<file path="src/rtl/add_seq_pkg.sv">
// Shared state encoding, default geometry and sizing helpers for the slice-serial adder.
// Purely declarative: no latency, no backpressure.
package add_seq_pkg;

    localparam int DEF_WIDTH = 16;
    localparam int DEF_SLICE = 4;

    typedef enum logic [1:0] {
        IDLE = 2'd0,
        ADD  = 2'd1,
        DONE = 2'd2
    } state_t;

    function automatic int num_slices(input int width, input int slice);
        return width / slice;
    endfunction

    // Keeps the slice index at least one bit wide when WIDTH == SLICE.
    function automatic int idx_bits(input int n);
        return (n > 1) ? $clog2(n) : 1;
    endfunction

endpackage

</file>
<file path="src/rtl/add_sequencer_if.sv">
// Request/grant/result bundle between two requesters and the slice-serial adder.
// Wires only: no latency; requesters hold req and operands until their gnt.
interface add_sequencer_if
    import add_seq_pkg::*;
#(
    parameter int WIDTH = DEF_WIDTH
);

    logic             req_0;
    logic             req_1;
    logic [WIDTH-1:0] a_0;
    logic [WIDTH-1:0] b_0;
    logic [WIDTH-1:0] a_1;
    logic [WIDTH-1:0] b_1;
    logic             cin_0;
    logic             cin_1;
    logic             gnt_0;
    logic             gnt_1;
    logic             busy;
    logic             done;
    logic             done_id;
    logic [WIDTH-1:0] sum;
    logic             cout;

    modport master (
        output req_0, req_1, a_0, b_0, a_1, b_1, cin_0, cin_1,
        input  gnt_0, gnt_1, busy, done, done_id, sum, cout
    );

    modport slave (
        input  req_0, req_1, a_0, b_0, a_1, b_1, cin_0, cin_1,
        output gnt_0, gnt_1, busy, done, done_id, sum, cout
    );

endinterface

</file>
<file path="src/rtl/adder_slice.sv">
// SLICE-bit ripple-carry adder with carry in/out; purely combinational, zero latency.
// No backpressure: result follows inputs within the same cycle.
module adder_slice #(
    parameter int SLICE = 4
) (
    input  logic [SLICE-1:0] a,
    input  logic [SLICE-1:0] b,
    input  logic             cin,
    output logic [SLICE-1:0] s,
    output logic             cout
);

    logic [SLICE:0] c;

    assign c[0] = cin;

    for (genvar i = 0; i < SLICE; i++) begin : g_fa
        assign s[i]   = a[i] ^ b[i] ^ c[i];
        assign c[i+1] = (a[i] & b[i]) | (c[i] & (a[i] ^ b[i]));
    end

    assign cout = c[SLICE];

endmodule

</file>
<file path="src/rtl/add_sequencer.sv">
// Two-requester round-robin adder computing WIDTH bits one SLICE per cycle; done WIDTH/SLICE edges after gnt.
// Backpressure: requests are only sampled in IDLE, so a requester holds req/operands until its gnt.
module add_sequencer
    import add_seq_pkg::*;
#(
    parameter int WIDTH = DEF_WIDTH,
    parameter int SLICE = DEF_SLICE
) (
    input logic           clk,
    input logic           rst,
    add_sequencer_if.slave io
);

    localparam int NSLICE = num_slices(WIDTH, SLICE);
    localparam int IDX_W  = idx_bits(NSLICE);
    localparam logic [IDX_W-1:0] LAST_IDX = IDX_W'(NSLICE - 1);

    state_t           state_q, state_d;
    logic [IDX_W-1:0] idx_q, idx_d;
    logic             carry_q, carry_d;
    logic [WIDTH-1:0] a_q, a_d;
    logic [WIDTH-1:0] b_q, b_d;
    logic [WIDTH-1:0] acc_q, acc_d;
    logic [WIDTH-1:0] sum_q, sum_d;
    logic             cout_q, cout_d;
    logic             done_q, done_d;
    logic             done_id_q, done_id_d;
    logic             id_q, id_d;
    logic             last_q, last_d;
    logic             gnt_0_q, gnt_0_d;
    logic             gnt_1_q, gnt_1_d;
    logic             busy_q, busy_d;

    logic [SLICE-1:0] sl_a;
    logic [SLICE-1:0] sl_b;
    logic [SLICE-1:0] sl_s;
    logic             sl_co;
    logic             win;

    adder_slice #(
        .SLICE (SLICE)
    ) u_slice (
        .a    (sl_a),
        .b    (sl_b),
        .cin  (carry_q),
        .s    (sl_s),
        .cout (sl_co)
    );

    // On a tie the requester that was not granted last wins.
    assign win = (io.req_0 && io.req_1) ? ~last_q : io.req_1;

    always_comb begin
        state_d   = state_q;
        idx_d     = idx_q;
        carry_d   = carry_q;
        a_d       = a_q;
        b_d       = b_q;
        acc_d     = acc_q;
        sum_d     = sum_q;
        cout_d    = cout_q;
        done_d    = 1'b0;
        done_id_d = done_id_q;
        id_d      = id_q;
        last_d    = last_q;
        gnt_0_d   = 1'b0;
        gnt_1_d   = 1'b0;
        sl_a      = a_q[idx_q*SLICE +: SLICE];
        sl_b      = b_q[idx_q*SLICE +: SLICE];

        case (state_q)
            IDLE: begin
                if (io.req_0 || io.req_1) begin
                    state_d = ADD;
                    idx_d   = '0;
                    id_d    = win;
                    last_d  = win;
                    a_d     = win ? io.a_1 : io.a_0;
                    b_d     = win ? io.b_1 : io.b_0;
                    carry_d = win ? io.cin_1 : io.cin_0;
                    acc_d   = '0;
                    gnt_0_d = ~win;
                    gnt_1_d = win;
                end
            end
            ADD: begin
                acc_d[idx_q*SLICE +: SLICE] = sl_s;
                carry_d = sl_co;
                idx_d   = idx_q + IDX_W'(1);
                // Partial slices live only in acc; sum is published once, with done.
                if (idx_q == LAST_IDX) begin
                    state_d   = DONE;
                    sum_d     = acc_d;
                    cout_d    = sl_co;
                    done_d    = 1'b1;
                    done_id_d = id_q;
                end
            end
            DONE: begin
                state_d = IDLE;
            end
            default: begin
                state_d = IDLE;
            end
        endcase

        busy_d = (state_d != IDLE);
    end

    always_ff @(posedge clk or posedge rst) begin
        if (rst) begin
            state_q   <= IDLE;
            idx_q     <= '0;
            carry_q   <= 1'b0;
            a_q       <= '0;
            b_q       <= '0;
            acc_q     <= '0;
            sum_q     <= '0;
            cout_q    <= 1'b0;
            done_q    <= 1'b0;
            done_id_q <= 1'b0;
            id_q      <= 1'b0;
            last_q    <= 1'b1;
            gnt_0_q   <= 1'b0;
            gnt_1_q   <= 1'b0;
            busy_q    <= 1'b0;
        end else begin
            state_q   <= state_d;
            idx_q     <= idx_d;
            carry_q   <= carry_d;
            a_q       <= a_d;
            b_q       <= b_d;
            acc_q     <= acc_d;
            sum_q     <= sum_d;
            cout_q    <= cout_d;
            done_q    <= done_d;
            done_id_q <= done_id_d;
            id_q      <= id_d;
            last_q    <= last_d;
            gnt_0_q   <= gnt_0_d;
            gnt_1_q   <= gnt_1_d;
            busy_q    <= busy_d;
        end
    end

    assign io.gnt_0   = gnt_0_q;
    assign io.gnt_1   = gnt_1_q;
    assign io.busy    = busy_q;
    assign io.done    = done_q;
    assign io.done_id = done_id_q;
    assign io.sum     = sum_q;
    assign io.cout    = cout_q;

endmodule

</file>
<file path="src/flat_wrapper.sv">
// flat-port wrapper written by rule: the top's interface ports become plain ports
module add_sequencer_flat import add_seq_pkg::*;
#(
    parameter int WIDTH = DEF_WIDTH,
    parameter int SLICE = DEF_SLICE
)
  (clk, rst, io_req_0, io_req_1, io_a_0, io_b_0, io_a_1, io_b_1, io_cin_0, io_cin_1, io_gnt_0, io_gnt_1, io_busy, io_done, io_done_id, io_sum, io_cout);
  add_sequencer_if #(.WIDTH(WIDTH)) io_i ();
  input logic clk;
  input logic rst;
  input wire logic [$bits(io_i.req_0)-1:0] io_req_0;
  input wire logic [$bits(io_i.req_1)-1:0] io_req_1;
  input wire logic [$bits(io_i.a_0)-1:0] io_a_0;
  input wire logic [$bits(io_i.b_0)-1:0] io_b_0;
  input wire logic [$bits(io_i.a_1)-1:0] io_a_1;
  input wire logic [$bits(io_i.b_1)-1:0] io_b_1;
  input wire logic [$bits(io_i.cin_0)-1:0] io_cin_0;
  input wire logic [$bits(io_i.cin_1)-1:0] io_cin_1;
  output wire logic [$bits(io_i.gnt_0)-1:0] io_gnt_0;
  output wire logic [$bits(io_i.gnt_1)-1:0] io_gnt_1;
  output wire logic [$bits(io_i.busy)-1:0] io_busy;
  output wire logic [$bits(io_i.done)-1:0] io_done;
  output wire logic [$bits(io_i.done_id)-1:0] io_done_id;
  output wire logic [$bits(io_i.sum)-1:0] io_sum;
  output wire logic [$bits(io_i.cout)-1:0] io_cout;
  assign io_i.req_0 = io_req_0;
  assign io_i.req_1 = io_req_1;
  assign io_i.a_0 = io_a_0;
  assign io_i.b_0 = io_b_0;
  assign io_i.a_1 = io_a_1;
  assign io_i.b_1 = io_b_1;
  assign io_i.cin_0 = io_cin_0;
  assign io_i.cin_1 = io_cin_1;
  assign io_gnt_0 = io_i.gnt_0;
  assign io_gnt_1 = io_i.gnt_1;
  assign io_busy = io_i.busy;
  assign io_done = io_i.done;
  assign io_done_id = io_i.done_id;
  assign io_sum = io_i.sum;
  assign io_cout = io_i.cout;
  add_sequencer #(.WIDTH(WIDTH), .SLICE(SLICE)) u_core (.clk(clk), .rst(rst), .io(io_i));
endmodule
</file>
<file path="config.mk">
export PLATFORM = sky130hd
export DESIGN_NAME = add_sequencer_flat
export DESIGN_NICKNAME = d
export VERILOG_FILES = /design/src/rtl/add_seq_pkg.sv /design/src/rtl/add_sequencer_if.sv /design/src/rtl/adder_slice.sv /design/src/rtl/add_sequencer.sv /design/src/flat_wrapper.sv
export SDC_FILE = /design/constraint.sdc
export NUM_CORES = 1
export LEC_CHECK = 0
export ABC_CLOCK_PERIOD_IN_PS = 2800
export CORE_UTILIZATION = 45
export CTS_CLUSTER_DIAMETER = 60
export DETAILED_ROUTE_END_ITERATION = 10
export PLACE_DENSITY = 0.78
export SETUP_SLACK_MARGIN = 0.3
export SLEW_MARGIN = 10
export SYNTH_ARGS = -nofsm -noshare
export SYNTH_HDL_FRONTEND = slang
export SYNTH_SLANG_ARGS = --single-unit
</file>
<file path="constraint.sdc">
create_clock -name clk -period 2.8 [get_ports clk]
set_input_delay 0.42 -clock clk [delete_from_list [all_inputs] [get_ports clk]]
set_output_delay 0.42 -clock clk [all_outputs]
set_load 0.005 [all_outputs]
</file>
==> run_results.csv, run 1 <==
group,metric,value,unit
run_status,outcome,"finished, violations left",
run_status,violations,"negative setup slack",
route,ant_nets,0,
grt,grt_overflow,0,
critical_path,start_kind,"flip-flop",
worst_hold_path,hp-class,"in2async",
route,top_layer,"met4",
route,wl_per_cell,17.0,um
critical_path,cp-end-kind,"flip-flop",
logic_synthesis,synth_cells,314,
logic_synthesis,ys.flop_type,"dfrtp_1",
finish,instances_no_fill,508,
critical_path,path_cells,"mux4_2 > inv_2 > fa_2 > inv_2 > fa_2 > inv_2 > fa_2 > inv_2 > fa_2 > a21oi_2 > a21oi_1",
critical_path,path_buf_inv,4,
grt,grt_util_all_layers,21.2,%
finish,final_cell_mix,"91 x clkdlybuf4s50_1, 75 x dfrtp_1, 33 x and3_1",
sta,hold_viol,0,
floorplanning,dieArea,8770,um^2
floorplanning,initial_core_util,46.2,%
sta,worst_slew_pin_slew,1.20,ns
power,p_leak,2.25,nW
logic_synthesis,ys_seq_area_share,51.0,%
route,dr_wl_met3,456,um
cts,clk_pin_slew,0.08,ns
logic_synthesis,synth.cell_area,3780,um^2
critical_path,worstReg2RegStart,"u_core.idx_q[0]",
finish,syn2layout_area_growth,33.5,%
route,drt-total-wl,8.64,mm
logic_synthesis,syn-num-nets,394,
route,first_pass_iters,4,
floorplanning,core_area,8180,um^2
finish,filler_cell_count,660,
critical_path,critPathSlowestCell,"fa_2",
route,via_per_inst,5.68,
finish,layout_commonest_cell,"clkdlybuf4s50_1",
finish,drive_above_1_share,16.4,%
cts,cts_tree,"built",
cts,insertion_delay,0.35,ns
critical_path,worstPathArrival,3.09,ns
cts,ctsHtreeMaxLevel,3,
sta,min_period,2.81,ns
cts,holdBufCountCts,0,
critical_path,cp-startpoint,"u_core.idx_q[0]",
sta,clock.fmax,0.355,GHz
power,max-vdd-ir-drop,0.777,mV
cts,cts_setup_buffers,0,
job,max_cap_violations,0,
critical_path,required,3.07,ns
grt,grt_pass1_vias,2742,
sta,finalSetupTns,-0.0149,ns
sta,rsz0062_at_grt,"yes",
cts,clockBufferDepth,2,
sta,slew_violations,0,
critical_path,critical_path_class,"reg2reg",
sta,period_share,101,%
critical_path,crit_path_max_fanout,8,
logic_synthesis,async_reset_ff_share,100,%
logic_synthesis,avgSynthCellArea,12.0,um^2
floorplanning,die_x,93.6,um
sta,fin_ws,-0.0149,ns
route,routed-via-count,2885,
route,drt-met1-wl,3.85,mm
route,initialDrtViolationCount,118,
placement,hpwl,6.17,mm
floorplanning,io_pins,92,
power,power.density,1250,nW/um^2
floorplanning,die_y,93.6,um
route,met2WireLength,4.19,mm
cts,cts_buffers,9,
sta,setup_viol,1,
placement,io_buffers,91,
grt,antenna_found_initial,0,
placement,place_inst,493,
finish,antenna_cells,0,
floorplanning,rows,33,
cts,clock-sinks,77,
grt,grt_pass1_wl,13.9,mm
logic_synthesis,synth.distinct_cells,36,
placement,routabilityCongestion,0.777,
cts,cts_root_buffer,"clkbuf_8",
critical_path,critical-path-max-stage-delay,0.67,ns
grt,grt_max_degree,78,
route,drc,0,
critical_path,path_delay_family,"adder cells",
sta,skew,0.0104,ns
finish,fin_util,61.7,%
logic_synthesis,synth_warnings,0,
logic_synthesis,ys_ff_latch,77,
sta,hold_ws,0.488,ns
finish,num-nets-final,479,
sta,relSlewSlack,19.8,%
logic_synthesis,synth_edf_count,0,
power,finalPower,6.32,mW
final timing paths:
kind / cells after the start / to / slack [ns]
hold / removal: 3 / u_core.state_q[0] / 0.49
hold reg to reg: 1 / u_core.acc_q[1] / 0.49
setup / recovery: 11 / u_core.io.sum[3] / -0.01
max in group asynchronous: 3 / u_core.idx_q[0] / 1.99
min in group clk: 1 / u_core.acc_q[1] / 0.49
setup reg to reg: 11 / u_core.io.sum[3] / -0.01
synthesized netlist by cell type, types with 2 or more instances:
| cell type | number | area [um^2] |
|---|---|---|
| a21o_1 | 2 | 15.0 |
| mux4_2 | 4 | 90.1 |
| and3_1 | 33 | 206 |
| nor2_1 | 20 | 75.1 |
| buf_2 | 14 | 70.1 |
| mux4_1 | 4 | 105 |
| nand2b_1 | 19 | 119 |
| a22o_1 | 9 | 78.8 |
| nor2b_1 | 9 | 56.3 |
| clkbuf_1 | 7 | 26.3 |
| o21ai_0 | 2 | 10.0 |
| a221o_1 | 32 | 320 |
| ha_1 | 6 | 75.1 |
| fa_1 | 4 | 80.1 |
| a32o_1 | 8 | 80.1 |
| mux2_2 | 3 | 33.8 |
| dfrtp_1 | 76 | 1900 |
| a31oi_1 | 8 | 50.1 |
| and3b_1 | 2 | 17.5 |
| nor4bb_1 | 2 | 20.0 |
| a21oi_1 | 16 | 80.1 |
| buf_6 | 7 | 78.8 |
| inv_1 | 11 | 41.3 |
| a22oi_1 | 4 | 30.0 |
final cells by class:
class | count | area, um^2 | share of cell area (%)
clock buffer | 10 | 138 | 2.73
clock inverter | 5 | 75.1 | 1.49
inverter | 11 | 41.3 | 0.818
multi-input combinational | 197 | 1720 | 34.0
sequential | 77 | 1930 | 38.2
tap | 105 | 131 | 2.60
timing repair buffer | 103 | 1010 | 20.1
power breakdown:
part	leakage (nW)	switching (mW)	total, mW	internal (mW)
sequential	0.966	0.320	1.95	1.63
clock	0.112	0.383	0.899	0.517
combinational	1.18	1.66	3.47	1.81
total	2.25	2.36	6.32	3.96
worst reg2reg max path, delay by kind of cell, from the launching register on:
family          cells  cell delay [ns]
buf+inv             4             0.21
compound gates      2             0.25
mux                 1             0.52
flops               1             0.41
fa+ha+maj           4             1.36
per-stage QoR:
step / setup WS, ns / instance area [um^2]
6_report: -0.0149 / 5040
5_1_grt: -0.112 / 5040
4_1_cts: -0.0462 / 5000
3_5_place_dp: -0.156 / 4760
3_3_place_gp: -0.000673 / 4760
2_1_floorplan: -0.0464 / 3800
what timing repair did:
action | 4_1_cts | 5_1_grt
endpoints found under the setup margin | 18 | 18
resized for setup | 8 | 12
pin swaps | 3 | 9
endpoints found under the hold margin | 0 | 0
sequential cells by signal, summed over array words and instances (netlist names), 2 cells and up:
signal	cells
u_core.a_q	16
u_core.acc_q	16
u_core.b_q	16
u_core.idx_q	2
u_core.io.sum	16
u_core.state_q	2
cells by family after synthesis:
kind of cell               after synthesis  synth area share (%)
buffers and inverters                   40                  5.93
and+or+nand+nor                         93                  14.7
muxes                                   11                  6.06
adders and majority gates               10                  4.11
DFF                                     77                  51.0
AOI/OAI and AO/OA                       83                  18.2
routing by layer:
layer | up-vias | track usage, %
met3 | 13 | 5.20
met1 | 1411 | 27.7
met5 | - | 0
met2 | 108 | 34.1
li1 | 1353 | -
met4 | 0 | 7.95
Power figures use the tool's default switching activity.
==> run 2, diff against run 1 <==
- CTS_CLUSTER_DIAMETER: 60 -> 100
- PLACE_DENSITY: 0.78 -> 0.82
- SLEW_MARGIN: 10 -> 5
==> run_results.csv, run 2 (synthesis results as in run 1) <==
group,metric,value,unit
route,wl_per_cell,17.4,um
sta,rsz0062_at_grt,"yes",
run_status,outcome,"finished, violations left",
run_status,violations,"negative setup slack",
critical_path,critPathSlowestCell,"fa_2",
grt,grt_pass1_wl,15.0,mm
critical_path,critical_path_class,"reg2reg",
finish,syn2layout_area_growth,33.6,%
critical_path,r2r_cells,11,
critical_path,required,3.07,ns
critical_path,cp-end-kind,"flip-flop",
cts,ctsHtreeMaxLevel,3,
placement,placed_area,4760,um^2
sta,min_period,2.81,ns
finish,stdcell_area,5050,um^2
critical_path,start_kind,"flip-flop",
job,max_cap_violations,0,
route,drc,0,
sta,setup_viol,3,
sta,fin_ws,-0.00594,ns
finish,drive_above_1_share,16.5,%
placement,hpwl,6.60,mm
power,max-vdd-ir-drop,0.710,mV
critical_path,worstReg2RegStart,"u_core.idx_q[0]",
critical_path,critical-path-max-stage-delay,0.65,ns
sta,slew_violations,0,
sta,hold_viol,0,
finish,layout_commonest_cell,"clkdlybuf4s50_1",
finish,regArea,1930,um^2
critical_path,path_buf_inv,4,
cts,cts_root_buffer,"clkbuf_8",
route,via_per_inst,5.66,
grt,grt_util_all_layers,22.6,%
route,routed-via-count,2899,
sta,finalSetupTns,-0.0117,ns
sta,worst_slew_pin_slew,0.606,ns
floorplanning,core_area,8180,um^2
finish,final_cell_mix,"91 x clkdlybuf4s50_1, 75 x dfrtp_1, 33 x and3_1",
route,ant_nets,0,
power,power.density,1250,nW/um^2
route,drt-total-wl,8.90,mm
sta,clock.fmax,0.356,GHz
route,initialDrtViolationCount,166,
cts,clock-sinks,77,
grt,grt_pass1_vias,3063,
power,p_leak,2.27,nW
grt,antenna_found_initial,0,
critical_path,crit_path_max_fanout,8,
floorplanning,die_x,93.6,um
cts,cts_tree,"built",
critical_path,path_delay_family,"adder cells",
sta,relSlewSlack,59.5,%
floorplanning,io_pins,92,
cts,clockBufferDepth,2,
critical_path,rrSetupSlack,-0.006,ns
finish,filler_cell_count,642,
critical_path,path_cells,"mux4_2 > inv_2 > fa_2 > inv_2 > fa_2 > inv_2 > fa_2 > inv_2 > fa_2 > a21oi_2 > a21oi_1",
floorplanning,rows,33,
finish,multi_input_area,1700,um^2
finish,antenna_cells,0,
floorplanning,die_y,93.6,um
critical_path,worstPathArrival,3.08,ns
placement,io_buffers,91,
cts,holdBufCountCts,0,
grt,grt_max_degree,38,
critical_path,crit_cells,11,
cts,cts_buffers,9,
grt,grt_overflow,0,
cts,clk_pin_slew,0.08,ns
sta,skew,0.00630,ns
critical_path,timing.rr.end,"u_core.io.sum[11]",
finish,num-nets-final,483,
floorplanning,initial_core_util,46.2,%
worst_hold_path,hp-class,"in2async",
cts,insertion_delay,0.34,ns
placement,routabilityCongestion,0.852,
floorplanning,dieArea,8770,um^2
route,first_pass_iters,4,
sta,period_share,100,%
## run 2: layout make-up
type	instances	share of cell area (%)
well taps	105	2.60
inverters	11	0.818
repair buffers	107	20.4
clock buffers	10	2.73
clock inverters	5	1.49
multi-input cells	197	33.7
flip-flops and latches	77	38.2
## run 2: report_power, final
part / internal [mW] / total, mW / switching, mW
Sequential: 1.63 / 1.96 / 0.331
Clock: 0.517 / 0.899 / 0.382
Combinational: 1.81 / 3.45 / 1.64
Total: 3.96 / 6.32 / 2.35
## run 2: how the worst max path moves through the flow
stage / start / slack, ns / endpoint
floorplan: u_core.idx_q[0] / -0.05 / u_core.acc_q[7]
global placement: u_core.idx_q[0] / -0.06 / u_core.io.sum[7]
detailed placement: u_core.idx_q[0] / -0.16 / u_core.io.sum[15]
CTS: u_core.idx_q[0] / -0.03 / u_core.acc_q[11]
global route: u_core.idx_q[0] / -0.08 / u_core.io.sum[7]
finish: u_core.idx_q[0] / -0.006 / u_core.io.sum[11]
## run 2: repair_timing
item	in CTS	in global routing
setup endpoints to repair	18	18
pin swaps	10	7
buffers inserted	2	0
resized for setup	16	0
cloned	0	0
## run 2: worst register-to-register path, cell delays in order, from the launching register on
cell	delay [ns]
dfrtp_2	0.42
mux4_2	0.52
inv_2	0.08
fa_2	0.19
inv_2	0.04
fa_2	0.33
inv_2	0.07
fa_2	0.19
inv_2	0.04
fa_2	0.65
a21oi_2	0.08
a21oi_1	0.14
## run 2: through the flow
step	std cells	power, mW	util [%]	setup WS (ns)	hold WS (ns)
floorplan	314	4.19	-	-0.0464	0.444
global placement	495	5.03	58.3	-0.0572	0.454
detailed placement	495	5.16	58.3	-0.161	0.470
CTS	512	6.32	61.7	-0.0338	0.484
global route	512	6.72	61.7	-0.0792	0.499
finish	512	6.32	61.7	-0.00594	0.476
## run 2: layer usage
layer	part of all wire (%)	track usage (%)	vias up	wire, um
met4	2.3	9.10	0	206
li1	-	-	1354	-
met2	49	37.6	133	4370
met5	0	0	-	0
met1	42	28.3	1393	3690
met3	7.1	5.61	19	631
